`src/rtl/guvm_wb_stim_slave.sv`:
```
`default_nettype none
// +----------------------------------------------------------------------------+
// | Module      : guvm_wb_stim_slave                                           |
// | Description : Wishbone classic slave that stimulates a GUVM core.          |
// |               Reads are served from an instruction FIFO that the bench     |
// |               fills. The instruction is placed in the addressed 32-bit     |
// |               lane and every other lane is padded with NOP_WORD. Writes    |
// |               are captured into a result FIFO for a monitor to drain.      |
// |               Each transfer can be given programmable wait states, and     |
// |               any transfer can be answered with an error instead of ack.   |
// | Ports       : clk, rst                 clock / sync active-high reset      |
// |               inst_valid/data/ready    instruction push interface          |
// |               wait_cycles, err_inject  per-request response shaping        |
// |               wb_*                     Wishbone classic slave port         |
// |               res_valid/ready/data/adr/sel  result FIFO head + pop         |
// |               inst_level, starve_cnt, res_overflow  status                 |
// | Revision    : 1.0  initial release                                         |
// +----------------------------------------------------------------------------+
module guvm_wb_stim_slave #(
   parameter int          DATA_W     = 128,
   parameter int          ADDR_W     = 32,
   parameter int          INST_DEPTH = 8,
   parameter int          RES_DEPTH  = 8,
   parameter logic [31:0] NOP_WORD   = 32'hF0801003
) (
   input  logic                        clk,
   input  logic                        rst,
   input  logic                        inst_valid,
   input  logic [31:0]                 inst_data,
   output logic                        inst_ready,
   input  logic [3:0]                  wait_cycles,
   input  logic                        err_inject,
   input  logic [ADDR_W-1:0]           wb_adr,
   input  logic [DATA_W/8-1:0]         wb_sel,
   input  logic                        wb_we,
   input  logic [DATA_W-1:0]           wb_dat_w,
   input  logic                        wb_cyc,
   input  logic                        wb_stb,
   output logic [DATA_W-1:0]           wb_dat_r,
   output logic                        wb_ack,
   output logic                        wb_err,
   output logic                        res_valid,
   input  logic                        res_ready,
   output logic [DATA_W-1:0]           res_data,
   output logic [ADDR_W-1:0]           res_adr,
   output logic [DATA_W/8-1:0]         res_sel,
   output logic [$clog2(INST_DEPTH):0] inst_level,
   output logic [15:0]                 starve_cnt,
   output logic                        res_overflow
);

   localparam int c_LANES  = DATA_W / 32;
   localparam int c_LANE_W = (c_LANES > 1) ? $clog2(c_LANES) : 1;
   localparam int c_IA_W   = $clog2(INST_DEPTH);
   localparam int c_RA_W   = $clog2(RES_DEPTH);
   localparam int c_SEL_W  = DATA_W / 8;

   typedef enum logic [1:0] {
      ST_IDLE = 2'd0,
      ST_WAIT = 2'd1,
      ST_RESP = 2'd2
   } state_t;

   // ---------------------------------------------------------------- FSM state
   state_t              r_state;
   state_t              w_state_nxt;
   logic [3:0]          r_cnt;
   logic [3:0]          w_cnt_nxt;
   logic                w_accept;
   logic                w_resp;

   // Request captured in IDLE; everything downstream works off these copies.
   logic [ADDR_W-1:0]   r_adr;
   logic                r_we;
   logic [c_SEL_W-1:0]  r_sel;
   logic [DATA_W-1:0]   r_dat_w;
   logic                r_err;

   logic                w_rd_resp;
   logic                w_wr_resp;
   logic [c_LANE_W-1:0] w_lane;
   logic [DATA_W-1:0]   w_rd_data;
   logic [DATA_W-1:0]   r_dat_hold;

   // ------------------------------------------------------- instruction FIFO
   logic [31:0]         r_inst_mem [INST_DEPTH];
   logic [c_IA_W:0]     r_inst_wp;
   logic [c_IA_W:0]     r_inst_rp;
   logic [c_IA_W:0]     w_inst_lvl;
   logic                w_inst_empty;
   logic                w_inst_full;
   logic                w_inst_push;
   logic                w_inst_pop;

   // ------------------------------------------------------------ result FIFO
   logic [ADDR_W-1:0]   r_res_adr_mem [RES_DEPTH];
   logic [c_SEL_W-1:0]  r_res_sel_mem [RES_DEPTH];
   logic [DATA_W-1:0]   r_res_dat_mem [RES_DEPTH];
   logic [c_RA_W:0]     r_res_wp;
   logic [c_RA_W:0]     r_res_rp;
   logic [c_RA_W:0]     w_res_lvl;
   logic                w_res_empty;
   logic                w_res_full;
   logic                w_res_push;
   logic                w_res_pop;
   logic                w_res_drop;

   logic [15:0]         r_starve;
   logic                r_overflow;

   // --------------------------------------------------------- state register
   always_ff @(posedge clk) begin
      if (rst) begin
         r_state <= ST_IDLE;
         r_cnt   <= 4'd0;
      end else begin
         r_state <= w_state_nxt;
         r_cnt   <= w_cnt_nxt;
      end
   end

   // ------------------------------------------------ next state / strobes
   // The response strobe is masked by rst so a reset landing on the
   // response cycle abandons the transfer without ack, err, pop or push.
   always_comb begin
      w_state_nxt = r_state;
      w_cnt_nxt   = r_cnt;
      w_accept    = 1'b0;
      w_resp      = 1'b0;
      case (r_state)
         ST_IDLE: begin
            if (wb_cyc && wb_stb) begin
               w_accept  = 1'b1;
               w_cnt_nxt = wait_cycles;
               w_state_nxt = (wait_cycles == 4'd0) ? ST_RESP : ST_WAIT;
            end
         end
         ST_WAIT: begin
            if (!wb_cyc) begin
               w_state_nxt = ST_IDLE;
            end else if (r_cnt == 4'd1) begin
               w_state_nxt = ST_RESP;
            end else begin
               w_cnt_nxt = r_cnt - 4'd1;
            end
         end
         ST_RESP: begin
            w_resp      = !rst;
            w_state_nxt = ST_IDLE;
         end
         default: begin
            w_state_nxt = ST_IDLE;
         end
      endcase
   end

   // -------------------------------------------------------- request latch
   always_ff @(posedge clk) begin
      if (rst) begin
         r_adr   <= '0;
         r_we    <= 1'b0;
         r_sel   <= '0;
         r_dat_w <= '0;
         r_err   <= 1'b0;
      end else if (w_accept) begin
         r_adr   <= wb_adr;
         r_we    <= wb_we;
         r_sel   <= wb_sel;
         r_dat_w <= wb_dat_w;
         r_err   <= err_inject;
      end
   end

   assign w_rd_resp = w_resp && !r_we && !r_err;
   assign w_wr_resp = w_resp &&  r_we && !r_err;
   assign wb_ack    = w_resp && !r_err;
   assign wb_err    = w_resp &&  r_err;

   // ------------------------------------------------------------ lane select
   generate
      if (c_LANES > 1) begin : g_lane_multi
         assign w_lane = r_adr[c_LANE_W+1:2];
      end else begin : g_lane_single
         assign w_lane = '0;
      end
   endgenerate

   // Empty is judged on the pointers before this cycle's push, so a word
   // pushed during a starved read is kept for the next read.
   always_comb begin
      w_rd_data = '0;
      for (int i = 0; i < c_LANES; i++) begin
         if (!w_inst_empty && (w_lane == c_LANE_W'(i))) begin
            w_rd_data[i*32 +: 32] = r_inst_mem[r_inst_rp[c_IA_W-1:0]];
         end else begin
            w_rd_data[i*32 +: 32] = NOP_WORD;
         end
      end
   end

   // Read data is driven live during a read response and held afterwards.
   always_ff @(posedge clk) begin
      if (rst) begin
         r_dat_hold <= '0;
      end else if (w_rd_resp) begin
         r_dat_hold <= w_rd_data;
      end
   end

   assign wb_dat_r = w_rd_resp ? w_rd_data : r_dat_hold;

   // ------------------------------------------------------- instruction FIFO
   assign w_inst_lvl   = r_inst_wp - r_inst_rp;
   assign w_inst_empty = (w_inst_lvl == '0);
   assign w_inst_full  = (w_inst_lvl == (c_IA_W+1)'(INST_DEPTH));
   // Derived from pointer registers only, so no path from the pop side.
   assign inst_ready   = !w_inst_full;
   assign inst_level   = w_inst_lvl;
   assign w_inst_push  = inst_valid && inst_ready;
   assign w_inst_pop   = w_rd_resp && !w_inst_empty;

   always_ff @(posedge clk) begin
      if (rst) begin
         r_inst_wp <= '0;
         r_inst_rp <= '0;
      end else begin
         if (w_inst_push) r_inst_wp <= r_inst_wp + 1'b1;
         if (w_inst_pop)  r_inst_rp <= r_inst_rp + 1'b1;
      end
   end

   always_ff @(posedge clk) begin
      if (w_inst_push) begin
         r_inst_mem[r_inst_wp[c_IA_W-1:0]] <= inst_data;
      end
   end

   // ------------------------------------------------------------ result FIFO
   assign w_res_lvl   = r_res_wp - r_res_rp;
   assign w_res_empty = (w_res_lvl == '0);
   assign w_res_full  = (w_res_lvl == (c_RA_W+1)'(RES_DEPTH));
   assign res_valid   = !w_res_empty;
   assign w_res_pop   = res_valid && res_ready;
   // A simultaneous pop frees the slot, so a full FIFO still takes the write.
   assign w_res_push  = w_wr_resp && (!w_res_full || w_res_pop);
   assign w_res_drop  = w_wr_resp &&   w_res_full && !w_res_pop;

   always_ff @(posedge clk) begin
      if (rst) begin
         r_res_wp <= '0;
         r_res_rp <= '0;
      end else begin
         if (w_res_push) r_res_wp <= r_res_wp + 1'b1;
         if (w_res_pop)  r_res_rp <= r_res_rp + 1'b1;
      end
   end

   always_ff @(posedge clk) begin
      if (w_res_push) begin
         r_res_adr_mem[r_res_wp[c_RA_W-1:0]] <= r_adr;
         r_res_sel_mem[r_res_wp[c_RA_W-1:0]] <= r_sel;
         r_res_dat_mem[r_res_wp[c_RA_W-1:0]] <= r_dat_w;
      end
   end

   // Head fields read as zero while empty so the storage needs no reset.
   assign res_adr  = res_valid ? r_res_adr_mem[r_res_rp[c_RA_W-1:0]] : '0;
   assign res_sel  = res_valid ? r_res_sel_mem[r_res_rp[c_RA_W-1:0]] : '0;
   assign res_data = res_valid ? r_res_dat_mem[r_res_rp[c_RA_W-1:0]] : '0;

   // ----------------------------------------------------- status counters
   always_ff @(posedge clk) begin
      if (rst) begin
         r_starve   <= 16'd0;
         r_overflow <= 1'b0;
      end else begin
         if (w_rd_resp && w_inst_empty && (r_starve != 16'hFFFF)) begin
            r_starve <= r_starve + 16'd1;
         end
         if (w_res_drop) begin
            r_overflow <= 1'b1;
         end
      end
   end

   assign starve_cnt   = r_starve;
   assign res_overflow = r_overflow;

endmodule
`default_nettype wire

```
`config.mk`:
```
export PLATFORM = sky130hd
export DESIGN_NAME = guvm_wb_stim_slave
export DESIGN_NICKNAME = d
export VERILOG_FILES = /design/src/rtl/guvm_wb_stim_slave.sv
export SDC_FILE = /design/constraint.sdc
export NUM_CORES = 2
export LEC_CHECK = 0
export BUFFER_PORTS_ARGS = -buffer_cell sky130_fd_sc_hd__buf_2
export CAP_MARGIN = 20
export CORE_UTILIZATION = 54
export DETAILED_ROUTE_END_ITERATION = 16
export PLACE_DENSITY = 0.84
export SYNTH_ARGS = -nofsm -noshare
export SYNTH_HDL_FRONTEND = slang
export SYNTH_SLANG_ARGS = --single-unit
```
`constraint.sdc`:
```
create_clock -name clk -period 15.65 [get_ports clk]
set_input_delay 1.565 -clock clk [delete_from_list [all_inputs] [get_ports clk]]
set_output_delay 1.565 -clock clk [all_outputs]
set_load 0.03 [all_outputs]
```
# After elaboration in Yosys (flattened, before gate mapping)
# Memories as Yosys holds them, arrays and structs flattened. A register that Yosys moved wholly into a read port is not among the register bits.
# Index checks and enable logic that the tools add are counted.
word_totals:
  word_cells: 107
  mem_bits_rw: 1664
  regBits: 345
  mem_count: 4
op_classes:
  n_reduce_logical: 36
  n_addsub: 8
  mux: 32
  eq_ne: 13
mem_list:
  columns: ["name", "depth", "width", "rd", "rd_clocked_by_memory_dff", "wr", "line", "rtl"]
  rows:
  - ["r_res_dat_mem", 8, 128, 1, 1, 1, "98", "logic [DATA_W-1:0] r_res_dat_mem [RES_DEPTH];"]
  - ["r_inst_mem", 8, 32, 1, 1, 1, "86", "logic [31:0] r_inst_mem [INST_DEPTH];"]
  - ["r_res_adr_mem", 8, 32, 1, 1, 1, "96", "logic [ADDR_W-1:0] r_res_adr_mem [RES_DEPTH];"]
  - ["r_res_sel_mem", 8, 16, 1, 1, 1, "97", "logic [c_SEL_W-1:0] r_res_sel_mem [RES_DEPTH];"]
ops:
  columns: ["op", "count"]
  rows:
  - ["$mux W128", 2]
  - ["$mux W32", 5]
  - ["$mux W3", 8]
  - ["$logic_and A1 B1 Y1", 19]
  - ["$add A16 B1 Y16 const B", 1]
  - ["$add A4 B1 Y4 const B", 4]
  - ["$mux W16", 1]
  - ["$ne A16 B16 Y1 const B", 1]
  - ["$logic_not A4 Y1", 3]
  - ["$mux W4", 3]
  - ["$eq A4 B4 Y1 const B", 2]
  - ["$logic_not A1 Y1", 8]
  - ["$mux W2", 4]
  - ["$pmux W4 S2", 1]
  - ["$sub A4 B4 Y4", 2]
  - ["$mux W1", 7]
  - ["$eq A2 B2 Y1 const B", 3]
  - ["$ne A2 B2 Y1 const B", 3]
  - ["$eq A2 B1 Y1 const B", 2]
  - ["$eq A4 B1 Y1 const B", 1]
  - ["$logic_not A2 Y1", 2]
  - ["$pmux W2 S2", 1]
  - ["$reduce_and A4 Y1", 1]
  - ["$sub A4 B1 Y4 const B", 1]
  - ["4 further kinds", 4]

# Depth between registers and ports, before layout
depth:
  word_depth: 8
  mapped_depth: 12
  mapped_depth_nobuf: 9

# Least setup slack after synthesis
# Ideal clock, no wire load.
synth_timing:
  kind: "input to register"
  start: "input rst"
  end: "memory r_res_adr_mem[2][0], enable pin"
  path_slack_ns: -0.313
  setup_time_ns: 0.927
  t_arrival_ns: 15.035
  cell_stages: 6
  path_cell_list: "clkbuf_1 nor4b_2 and2_1 o41ai_2 or2_2 nor3_1"
synth_via:
  elab_chain_len: 7
synth_lines:
  columns: ["element", "line", "rtl"]
  rows:
  - ["from (decl)", "27", "input logic rst,"]
  - ["$logic_not A1 Y1", "148", "w_resp = !rst;"]
  - ["$mux W1", "130", "case (r_state)"]
  - ["$logic_and A1 B1 Y1 (2 in series)", "175", "assign w_wr_resp = w_resp && r_we && !r_err;"]
  - ["$logic_and A1 B1 Y1", "245", "assign w_res_push = w_wr_resp && (!w_res_full || w_res_pop);"]
  - ["$mux W1", "259", "if (w_res_push) begin"]
  - ["$mux W1 (not written as such)", "260", "r_res_adr_mem[r_res_wp[c_RA_W-1:0]] <= r_adr;"]
  - ["to (decl)", "96", null]
# No other way between the ends.

==> impl_metrics.env <==
export IMPL_ir_drop_uv=136.1
export IMPL_gr_usage_met1_pct=32.18
export IMPL_setup_viol=0
export IMPL_syn_cell_area_mm2=0.07643
export IMPL_use_met2_pct=42.45
export IMPL_drv_slew=0
export IMPL_synth_top_area_share_pct=65.38
export IMPL_cp_max_fo=51
export IMPL_leakagePower_nw=31.04
export IMPL_io_pins=549
export IMPL_path_common_cell="buf_4"
export IMPL_syn_inst=4248
export IMPL_grt_pass1_wl_mm=267.9
export IMPL_gr_max_usage_layer="met2"
export IMPL_synth_area_top_cells="edfxtp_1, mux4_2, dfxtp_1"
export IMPL_path_delay_family="buffers and inverters"
export IMPL_drt_total_wl_mm=184.3
export IMPL_cts_tree="done"
export IMPL_synth_warnings=0
export IMPL_skew_ns=0.07381
export IMPL_clkSlewWorstSetupHoldPaths_ns=0.06
export IMPL_cts_buffers=191
export IMPL_period_minus_slack_ns=6.475
export IMPL_rsz0062_at_grt="false"
export IMPL_die_w_um=378.2
export IMPL_grt_util_all_layers_pct=25.53
export IMPL_cp_slowest_cell="dfxtp_4"
export IMPL_antenna_found_initial=43
export IMPL_fmax_mhz=154.5
export IMPL_cp_required_ns=14.09
export IMPL_reg2reg_depth=8
export IMPL_place_congestion=0.7758
export IMPL_routedWlPerCell_um=26.80
export IMPL_fin_crit_sh_pct=41.37
export IMPL_hold_start="r_dat_hold[69]$_SDFF_PP0_"
export IMPL_synthesis_nets=4482
export IMPL_overflow=0
export IMPL_cts_root_buf="clkbuf_16"
export IMPL_final_hold_viol_count=0
export IMPL_reg2reg_to="r_res_dat_mem[6][111]$_DFFE_PP_"
export IMPL_rows=137
export IMPL_hold_path_cell_count=1
export IMPL_port_buffers=548
export IMPL_whs_endpoint="r_dat_hold[69]$_SDFF_PP0_"
export IMPL_tns_ns=0
export IMPL_area_growth_pct=15.16
export IMPL_crit_chain="buf_4 -> buf_4 -> mux4_2 -> mux2i_1 -> nor2_1 -> buf_2"
export IMPL_design_core_area_mm2=0.1400
export IMPL_cts_buffer_depth=3
export IMPL_setup_worst_path_class="reg2out"
export IMPL_worstMarginPinSlew_ns=1.104
export IMPL_drive_gt1_share_pct=28.02
export IMPL_use_met3_pct=6.286
export IMPL_r2r_setup_slack_ns=10.66
export IMPL_postCtsHoldBufs=0
export IMPL_via_per_inst=6.123
export IMPL_maxCapViolations=0
export IMPL_cts_resized=0
export IMPL_ctsHtreeMaxLevel=4
export IMPL_min_path_type="reg2reg"
export IMPL_synthArstFlopShare_pct=0
export IMPL_worstSetupStartpointType="flip-flop"
export IMPL_synth_top_cell_by_area="edfxtp_1"
export IMPL_ys_ff_latch=2015
export IMPL_synth_avg_cell_area_um2=17.99
export IMPL_max_stage_delay_ns=0.97
export IMPL_r2r_start="r_res_wp[2]$_SDFFE_PP0P_"
export IMPL_post_cts_setup_buffer_count=0
export IMPL_powerDensity_mw_per_mm2=134.3
export IMPL_dp_hpwl_mm=99.46
export IMPL_seq_area_frac_synth_pct=74.57
export IMPL_drt_iter0_drc=4534
export IMPL_cp_arrival_ns=4.91
export IMPL_grt_max_degree=126
export IMPL_ant_nets=0
export IMPL_worst_slew_margin_rel_pct=26.38
export IMPL_setup_worst_path_end_class="primary output"
export IMPL_start_util_pct=54.57
export IMPL_fp_dieH_um=378.2
export IMPL_grt_pass1_vias=42950
export IMPL_dr_pass1_iters=5
export IMPL_synth_distinct_cells=49
export IMPL_synth_flop_cell="edfxtp_1"
export IMPL_nets=5044
export IMPL_vias=42110
export IMPL_post_route_drc_count=0
export IMPL_die_area_mm2=0.1430
export IMPL_power_total_mw=11.82
export IMPL_cts_sinks=2015
export IMPL_outcome="completed"
export IMPL_clk_insertion_delay_late_ns=0.83
export IMPL_critical_path_buf_inv_count=3
export IMPL_synth_edf_count=1664
worst max-delay path by stage:
stage                                            to  slack, ns  cells past startpoint
CTS                                    res_data[93]       8.90                      6
detailed placement  r_res_dat_mem[6][112]$_DFFE_PP_       9.43                      8
global placement    r_res_dat_mem[6][109]$_DFFE_PP_       9.44                      8
global route                           res_data[93]       8.71                      6
floorplan             r_res_adr_mem[6][0]$_DFFE_PP_       4.42                      6
finish                                 res_data[93]       9.18                      6
cells by family (layout without fill, tap and decap cells):
kind of cell,count (synthesis),after routing,synth area share [%]
simple gates,829,829,4.505
buf+inv,273,1000,1.377
flops,2015,2015,74.57
compound gates,473,473,4.008
mux,636,636,15.19
other cells,0,26,0
xor+xnor,8,8,0.1097
fa+ha+maj,14,14,0.2390
flip-flops by register name (all words and copies together), names as in the netlist, 16 cells and up, named ones only:
name	flops
r_res_dat_mem	1024
starve_cnt	16
r_inst_mem	256
r_adr	32
r_res_sel_mem	128
r_sel	16
r_res_adr_mem	256
r_dat_w	128
r_dat_hold	128
per-stage QoR:
step / hold WS, ns / cell area [um2] / setup WS [ns] / cells / util, %
2_1_floorplan: 0.4270 / 76440 / 4.421 / 4248 / -
3_3_place_gp: 0.4330 / 81410 / 9.441 / 6492 / 58.13
3_5_place_dp: 0.4393 / 81410 / 9.435 / 6492 / 58.13
4_1_cts: 0.4551 / 87920 / 8.903 / 6850 / 62.78
5_1_grt: 0.4631 / 87970 / 8.713 / 6859 / 62.82
6_report: 0.4550 / 88020 / 9.175 / 6877 / 62.85
synth_stat cells, types with 2 or more instances:
library cell and instances:
nand4_1 8, buf_1 51, o311ai_1 4, nand2b_1 8, xor2_1 2, clkbuf_1 178, o22a_1 32, a211oi_1 2
or4_1 13, nor3_1 15, xnor2_1 5, a21oi_1 208, nand3b_1 2, nor2b_1 40, nor2_1 298, edfxtp_1 1664
o21a_1 2, ha_1 13, and3b_1 3, a31oi_1 2, o31ai_1 11, o21ai_0 11, or2_2 3, mux4_2 416
dfxtp_1 351, nand3_1 9, mux2i_1 191, a21o_1 195, buf_2 21, nand2_1 404, inv_1 22, or3_1 10
nor4_1 8, mux2_2 29, nor4b_1 3
power breakdown:
group	internal (mW)	switching, mW	total (mW)
logic	0.424	0.723	1.15
clock network	2.74	2.00	4.73
registers	5.85	0.0836	5.93
layout make-up:
type | count | area, um2
Multi-Input combinational cell | 1960 | 18620
Clock buffer | 262 | 5351
Inverter | 22 | 82.58
Fill cell | 9223 | 52030
Timing Repair Buffer | 620 | 3376
Clock inverter | 96 | 1159
Tap cell | 1876 | 2347
Antenna cell | 26 | 65.06
Sequential cell | 2015 | 57010
cells in the final DEF, fill, tap and decap left out, types with 37 or more instances in the layout:
master,n
a21o_1,195
a21oi_1,207
buf_2,547
buf_4,66
clkbuf_1,45
clkbuf_16,195
clkinv_2,37
dfxtp_1,346
edfxtp_1,1664
mux2i_1,191
mux4_2,416
nand2_1,404
nor2_1,291
nor2b_1,39
metal layers:
| layer | share of wire (%) | vias up |
|---|---|---|
| met1 | 37 | 21650 |
| met4 | 3.5 | 46 |
| li1 | - | 17730 |
| met5 | 0.15 | - |
| met3 | 9.2 | 423 |
| met2 | 50 | 2272 |
(Power assumes the default switching activity.)
